==> src/rtl/apb_write_decoder.sv <==
// ----------------------------------------------------------------------------
// apb_write_decoder
//
// Purpose:
//   APB (AMBA 3 style) write-only slave. An address decoder sits in front of
//   a small register file of NUM_REGS registers. The slave accepts
//   zero-wait-state write transfers and stores PWDATA into the register
//   selected by PADDR. It raises PSLVERR for reads and for out-of-range
//   addresses. A side-band debug port exposes the register contents.
//
// Ports:
//   PCLK      in   single clock, rising edge
//   PRESETn   in   synchronous reset, ACTIVE-HIGH despite the name
//   PSEL      in   slave select
//   PENABLE   in   access-phase strobe
//   PWRITE    in   1 = write, 0 = read (reads are answered with PSLVERR)
//   PADDR     in   [ADDR_W-1:0] register address
//   PWDATA    in   [DATA_W-1:0] write data
//   PREADY    out  transfer complete (combinational, no wait states)
//   PSLVERR   out  error response, only ever 1 while PREADY is 1
//   dbg_addr  in   [ADDR_W-1:0] debug read index
//   dbg_rdata out  [DATA_W-1:0] regs[dbg_addr], or 0 when out of range
// ----------------------------------------------------------------------------
module apb_write_decoder #(
    parameter int ADDR_W   = 8,
    parameter int DATA_W   = 8,
    parameter int NUM_REGS = 8
) (
    input  logic              PCLK,
    input  logic              PRESETn,
    input  logic              PSEL,
    input  logic              PENABLE,
    input  logic              PWRITE,
    input  logic [ADDR_W-1:0] PADDR,
    input  logic [DATA_W-1:0] PWDATA,
    output logic              PREADY,
    output logic              PSLVERR,
    input  logic [ADDR_W-1:0] dbg_addr,
    output logic [DATA_W-1:0] dbg_rdata
);

    // Index width into the register file. The range checks below guard every
    // access, so the array may be smaller than 2**IDX_W.
    localparam int IDX_W = (NUM_REGS > 1) ? $clog2(NUM_REGS) : 1;

    // NUM_REGS widened by one bit so the range comparison stays exact even
    // when NUM_REGS equals 2**ADDR_W.
    localparam logic [ADDR_W:0] NUM_REGS_W = (ADDR_W + 1)'(NUM_REGS);

    typedef enum logic {
        IDLE  = 1'b0,
        SETUP = 1'b1
    } state_t;

    state_t            state;
    logic [DATA_W-1:0] regs [0:NUM_REGS-1];

    logic acc;
    logic addr_ok;
    logic dbg_ok;
    logic commit;

    // Decode. PADDR, PWDATA and PWRITE matter only during the access cycle.
    assign acc     = (state == SETUP) && PSEL && PENABLE;
    assign addr_ok = {1'b0, PADDR} < NUM_REGS_W;
    assign commit  = acc && PWRITE && addr_ok;

    assign PREADY  = acc;
    assign PSLVERR = acc && (!PWRITE || !addr_ok);

    // Phase tracking. A setup cycle holds SETUP for as long as PENABLE stays
    // low. Any other combination returns to IDLE. This covers a PSEL drop in
    // setup, a completed access, and a stray PENABLE with no prior setup.
    // NOTE: clocked state uses non-blocking assignments. This keeps every
    // flop reading pre-edge values, regardless of block ordering.
    always_ff @(posedge PCLK) begin
        if (PRESETn) begin
            state <= IDLE;
        end else if (PSEL && !PENABLE) begin
            state <= SETUP;
        end else begin
            state <= IDLE;
        end
    end

    // Register file. Reset is checked first, so a reset that coincides with
    // an access cycle aborts the write.
    // NOTE: this storage is deliberately reset, because software expects
    // zeros after reset. That forces flops rather than a RAM macro, which
    // is acceptable at this size.
    always_ff @(posedge PCLK) begin
        if (PRESETn) begin
            for (int i = 0; i < NUM_REGS; i++) begin
                regs[i] <= '0;
            end
        end else if (commit) begin
            regs[PADDR[IDX_W-1:0]] <= PWDATA;
        end
    end

    // Debug read port. Out-of-range indices read as zero.
    assign dbg_ok = {1'b0, dbg_addr} < NUM_REGS_W;

    // NOTE: the default assignment comes first, so every path through the
    // block drives dbg_rdata and no latch is inferred.
    always_comb begin
        dbg_rdata = '0;
        if (dbg_ok) begin
            dbg_rdata = regs[dbg_addr[IDX_W-1:0]];
        end
    end

endmodule

==> config.mk <==
export PLATFORM = sky130hd
export DESIGN_NAME = apb_write_decoder
export DESIGN_NICKNAME = d
export VERILOG_FILES = /design/src/rtl/apb_write_decoder.sv
export SDC_FILE = /design/constraint.sdc
export NUM_CORES = 1
export LEC_CHECK = 0
export ABC_AREA = 1
export CORE_MARGIN = 3
export CORE_UTILIZATION = 30
export DETAILED_ROUTE_END_ITERATION = 7
export GPL_TIMING_DRIVEN = 0
export PLACE_DENSITY_LB_ADDON = 0.25
export SYNTH_ARGS = -nofsm -noshare
export SYNTH_HDL_FRONTEND = slang
export SYNTH_SLANG_ARGS = --single-unit
==> constraint.sdc <==
create_clock -name PCLK -period 2.9 [get_ports PCLK]
set_input_delay 0.29 -clock PCLK [delete_from_list [all_inputs] [get_ports PCLK]]
set_output_delay 0.29 -clock PCLK [all_outputs]
set_load 0.02 [all_outputs]
# Word-level counts from Yosys, hierarchy flattened
# Memories as Yosys holds them, arrays and structs flattened.
# Cells that the tools add are included.
[op_classes]
n_shift = 0
mux = 10
addsub = 0
reduce_logical = 11
bitwise = 0
mul = 0
n_div = 0
n_eq_ne = 0
n_lt_le_gt_ge = 2
[ops]
columns = ["op", "n"]
rows = [
  ["< comparator 8 x 4 -> 1 bit, second input constant", 2],
  ["2-to-1 mux 8 bit", 2],
  ["OR reduction 8 bit", 1],
  ["2-to-1 mux 1 bit", 7],
  ["logical AND 1 bit", 6],
  ["logical NOT 1 bit", 3],
  ["2-to-1 mux 3 bit", 1],
  ["logical OR 1 bit", 1],
]
[totals]
in_bits = 29
output_inout_bits = 10
mem_bits_rw = 64
reg_bits = 1
n_memories = 1
elab_cells = 25
latch_bits = 0
rom_bits = 0
[mem_list]
columns = ["memory", "depth", "width", "rd", "rd_clocked_by_memory_dff", "write_ports", "line_no", "text"]
rows = [
  ["regs", 8, 8, 1, 0, 8, "56", "logic [DATA_W-1:0] regs [0:NUM_REGS-1];"],
]

# Logic depth before layout (Yosys ltp)
[logic_depth]
word_depth = 9
depth_mapped = 7
mapped_depth_nobuf = 6

# Worst setup path before layout
# OpenSTA, ideal clock, no wires.
[synth_timing]
path_type = "input to register"
startpoint = "in PADDR[5]"
endpoint = "mem regs[0][0], enable pin"
required_time_ns = 2.571
setup_slack_ns = 1.304
path_stages = 5
arrival_time_ns = 1.267
n_path_buf = 0
setup_ns = 0.329
path_cell_list = "nor2_1 -> nand2_1 -> nor2_4 -> nand4_4 -> nand2_1"
[synth_lines]
columns = ["item", "line_no", "text"]
rows = [
  ["start, declared", "34", "input logic [ADDR_W-1:0] PADDR,"],
  ["end, declared", "56", ""],
]

# Worst setup path after layout
[layout_timing]
startpoint = "in dbg_addr[0]"
endpoint = "out dbg_rdata[2]"
[layout_via]
elab_chain_cells = 2
word_cells_on_any_way = 3
classes_between = "order compare: 1; mux: 1; memory: 1"
[layout_lines]
columns = ["item", "line_no", "text"]
rows = [
  ["start, declared", "38", "input logic [ADDR_W-1:0] dbg_addr,"],
  ["< comparator 8 x 4 -> 1 bit or memory read (8 x 8 bit) (tied branches)", "n/a", ""],
  ["2-to-1 mux 8 bit *", "108", "if (dbg_ok) begin"],
  ["end, declared", "39", "output logic [DATA_W-1:0] dbg_rdata"],
]
# Mark *: on every way between the ends. The rest lies on a longest branch, timed or not.

==> flow_metrics.env <==
export IMPL_crit_buf_inv=4
export IMPL_grt_pass1_wl_um=13100
export IMPL_overflow=0
export IMPL_synth_area_leaders="edfxtp_1, nor2_1, nand2_1, inv_1, nand4_4"
export IMPL_synthCells=376
export IMPL_placementRows=37
export IMPL_drt_wl_total_um=8390
export IMPL_cpMaxStageDelayCell="clkdlybuf4s50_1"
export IMPL_cp_max_fo=10
export IMPL_cp_required_ns=2.61
export IMPL_drc_errors=0
export IMPL_portBuffers=35
export IMPL_place_area_mm2=0.00385
export IMPL_multi_input_area_mm2=0.00109
export IMPL_yosys_cell_types_count=13
export IMPL_postCtsSetupRepairBufs=0
export IMPL_vdd_ir_drop_max_uv=216
export IMPL_cts_buffers=9
export IMPL_finalSetupTns_ns=0
export IMPL_min_path_type="in2reg"
export IMPL_final_antenna_net_count=0
export IMPL_synth_mux_area_share_pct=0
export IMPL_rsz0062_at_grt="no"
export IMPL_synth_avg_cell_area_um2=8.84
export IMPL_p_per_area_mw_per_mm2=531
export IMPL_critPathArrivalTime_ns=2.43
export IMPL_slew_headroom_pct=51.2
export IMPL_cts_tree="yes"
export IMPL_period_share_pct=93.8
export IMPL_synthesis_nets=405
export IMPL_drv_cap=0
export IMPL_syn_cell_area_mm2=0.00333
export IMPL_crit_chain="clkdlybuf4s50_1, inv_1, clkbuf_2, nand2_1, nand3_1, nand3_1, nand2_1, nor2_1, clkdlybuf4s50_1"
export IMPL_synth_seq_area_share_pct=58.4
export IMPL_start_kind="input pin"
export IMPL_finalSetupViolCount=0
export IMPL_grt_max_degree=12
export IMPL_cp_top_family="buffers and inverters"
export IMPL_fp_coreArea_mm2=0.0106
export IMPL_fin_skew_ns=0.00572
export IMPL_track_usage_pct=14.0
export IMPL_p_leak_nw=1.82
export IMPL_synth_compound_area_share_pct=1.20
export IMPL_worstSetupPathType="in2out"
export IMPL_die_y_um=111
export IMPL_synth_warnings=0
export IMPL_wl_per_cell_um=14.9
export IMPL_netlist_area_leader_share_pct=57.8
export IMPL_cts_root_buf="clkbuf_8"
export IMPL_instances_no_fill=563
export IMPL_ios=39
export IMPL_synth_top_area_cell="edfxtp_1"
export IMPL_slew_violations=0
export IMPL_status="complete, no violations"
export IMPL_drive_gt1_share_pct=7.26
export IMPL_first_iter_violations=159
export IMPL_clock_path_buffers=2
export IMPL_fin_util_pct=38.7
export IMPL_hold_violations=0
export IMPL_synthXorXnorAreaFrac_pct=0
export IMPL_ys_ff_latch=65
export IMPL_vias_per_cell=4.57
export IMPL_finish_instance_area_mm2=0.00409
export IMPL_tightest_slew_ns=0.729
export IMPL_end_kind="primary output"
export IMPL_clkLatencyLatePin_ns=0.35
export IMPL_synthToLayoutAreaGrowth_pct=22.8
export IMPL_start_util_pct=31.5
export IMPL_dp_hpwl_um=6020
export IMPL_yosys_area_share_simple_pct=31.6
export IMPL_vias=2573
export IMPL_die_area_mm2=0.0124
export IMPL_gp_congestion=0.884
export IMPL_max_freq_ghz=0.368
export IMPL_dp_cells=547
export IMPL_clk_pin_slew_ns=0.07
export IMPL_antenna_found_initial=0
export IMPL_firstDrtPassIters=5
export IMPL_regArea_mm2=0.00194
export IMPL_n_antenna_cell=0
export IMPL_cts_sinks=65
export IMPL_die_w_um=111
export IMPL_grt_pass1_vias=2560
export IMPL_fillers=1085
export IMPL_synth_top_family_by_area="simple AND/OR/NAND/NOR gates"
export IMPL_fin_nets=451
export IMPL_cts_max_level=3
export IMPL_synth_adder_area_share_pct=0
export IMPL_finalCriticalPeriod_ns=2.72
export IMPL_slowest_delay_ns=0.61
[layout by cell type (no fill, tap or decap), types with 2 or more instances in the layout]
cell	count
clkbuf_8	9
o21ai_0	8
nand3_1	32
nor2_1	106
clkdlybuf4s50_1	34
buf_2	4
edfxtp_1	64
inv_1	65
clkbuf_1	4
bufinv_16	3
nand4_4	8
clkinv_1	4
clkbuf_2	3
nand2_1	77
nor2_4	2
[Yosys cell counts]
cell and instances:
clkinv_1 1, nor2_1 106, nor2_4 2, nand4_4 8
edfxtp_1 64, nand3_1 32, nand3_2 1, clkbuf_1 7
o21ai_0 8, inv_1 65, nand2_1 77, buf_2 4
dfxtp_1 1
[timing repair]
item | CTS | global route
gates resized for setup | 0 | 7
hold buffers | 0 | 0
endpoints found under the setup margin | 0 | 6
[per-layer routing]
layer  vias to the layer above  routed length [um]  global-route usage (%)
met5                         -                   0                       0
met4                         0                 193                    5.19
met3                        16                 672                    3.71
met1                      1191                3640                    18.5
met2                        93                3880                    21.9
li1                       1273                   -                       -
[final timing paths]
kind                             startpoint      endpoint  slack, ns  depth (start not counted)
worst min-delay path               PADDR[0]    regs[3][5]       0.51                          3
worst max-delay path            dbg_addr[0]  dbg_rdata[2]       0.18                          9
worst min register to register        state    regs[2][3]       0.88                          4
worst max register to register        state    regs[7][4]       1.11                          4
[power breakdown]
| group | total [W] | internal, W | switching [W] |
|---|---|---|---|
| combinational | 0.000193 | 0.0000658 | 0.000127 |
| clock | 0.000919 | 0.000562 | 0.000357 |
| sequential | 0.00106 | 0.00105 | 0.00000605 |
[final cells by class]
class,count,share of cell area (%)
multi-input combinational,234,26.7
buffer,11,1.23
inverter,66,6.06
timing repair buffer,35,8.64
clock inverter,7,2.66
sequential,65,47.5
clock buffer,9,3.03
tap,136,4.17
[state kept, by name, summed over array words and instances, names as in the netlist]
| signal | cells |
|---|---|
| regs | 64 |
| state | 1 |
[worst register-to-register path, stage by stage (launching register included)]
cell	delay, ns
dfxtp_1	0.33
nand3_2	0.10
nor2_4	0.38
nand4_4	0.28
nand2_1	0.37
[metrics by stage]
stage	setup WS, ns	hold WS (ns)	power [W]
detailed placement	0.112	0.866	0.00127
CTS	0.0837	0.496	0.00218
finish	0.179	0.506	0.00217
floorplan	1.30	0.362	0.00118
global route	0.0123	0.521	0.00224
global placement	0.116	0.849	0.00127
[kinds of logic (layout without fill, tap and decap cells)]
kind of cell	count (synthesis)	in the layout
AO/OA/AOI/OAI	8	8
AND/OR/NAND/NOR	226	226
buffers and inverters	77	128
flip-flops	65	65
Note: power is estimated with default switching activity, not from simulation.
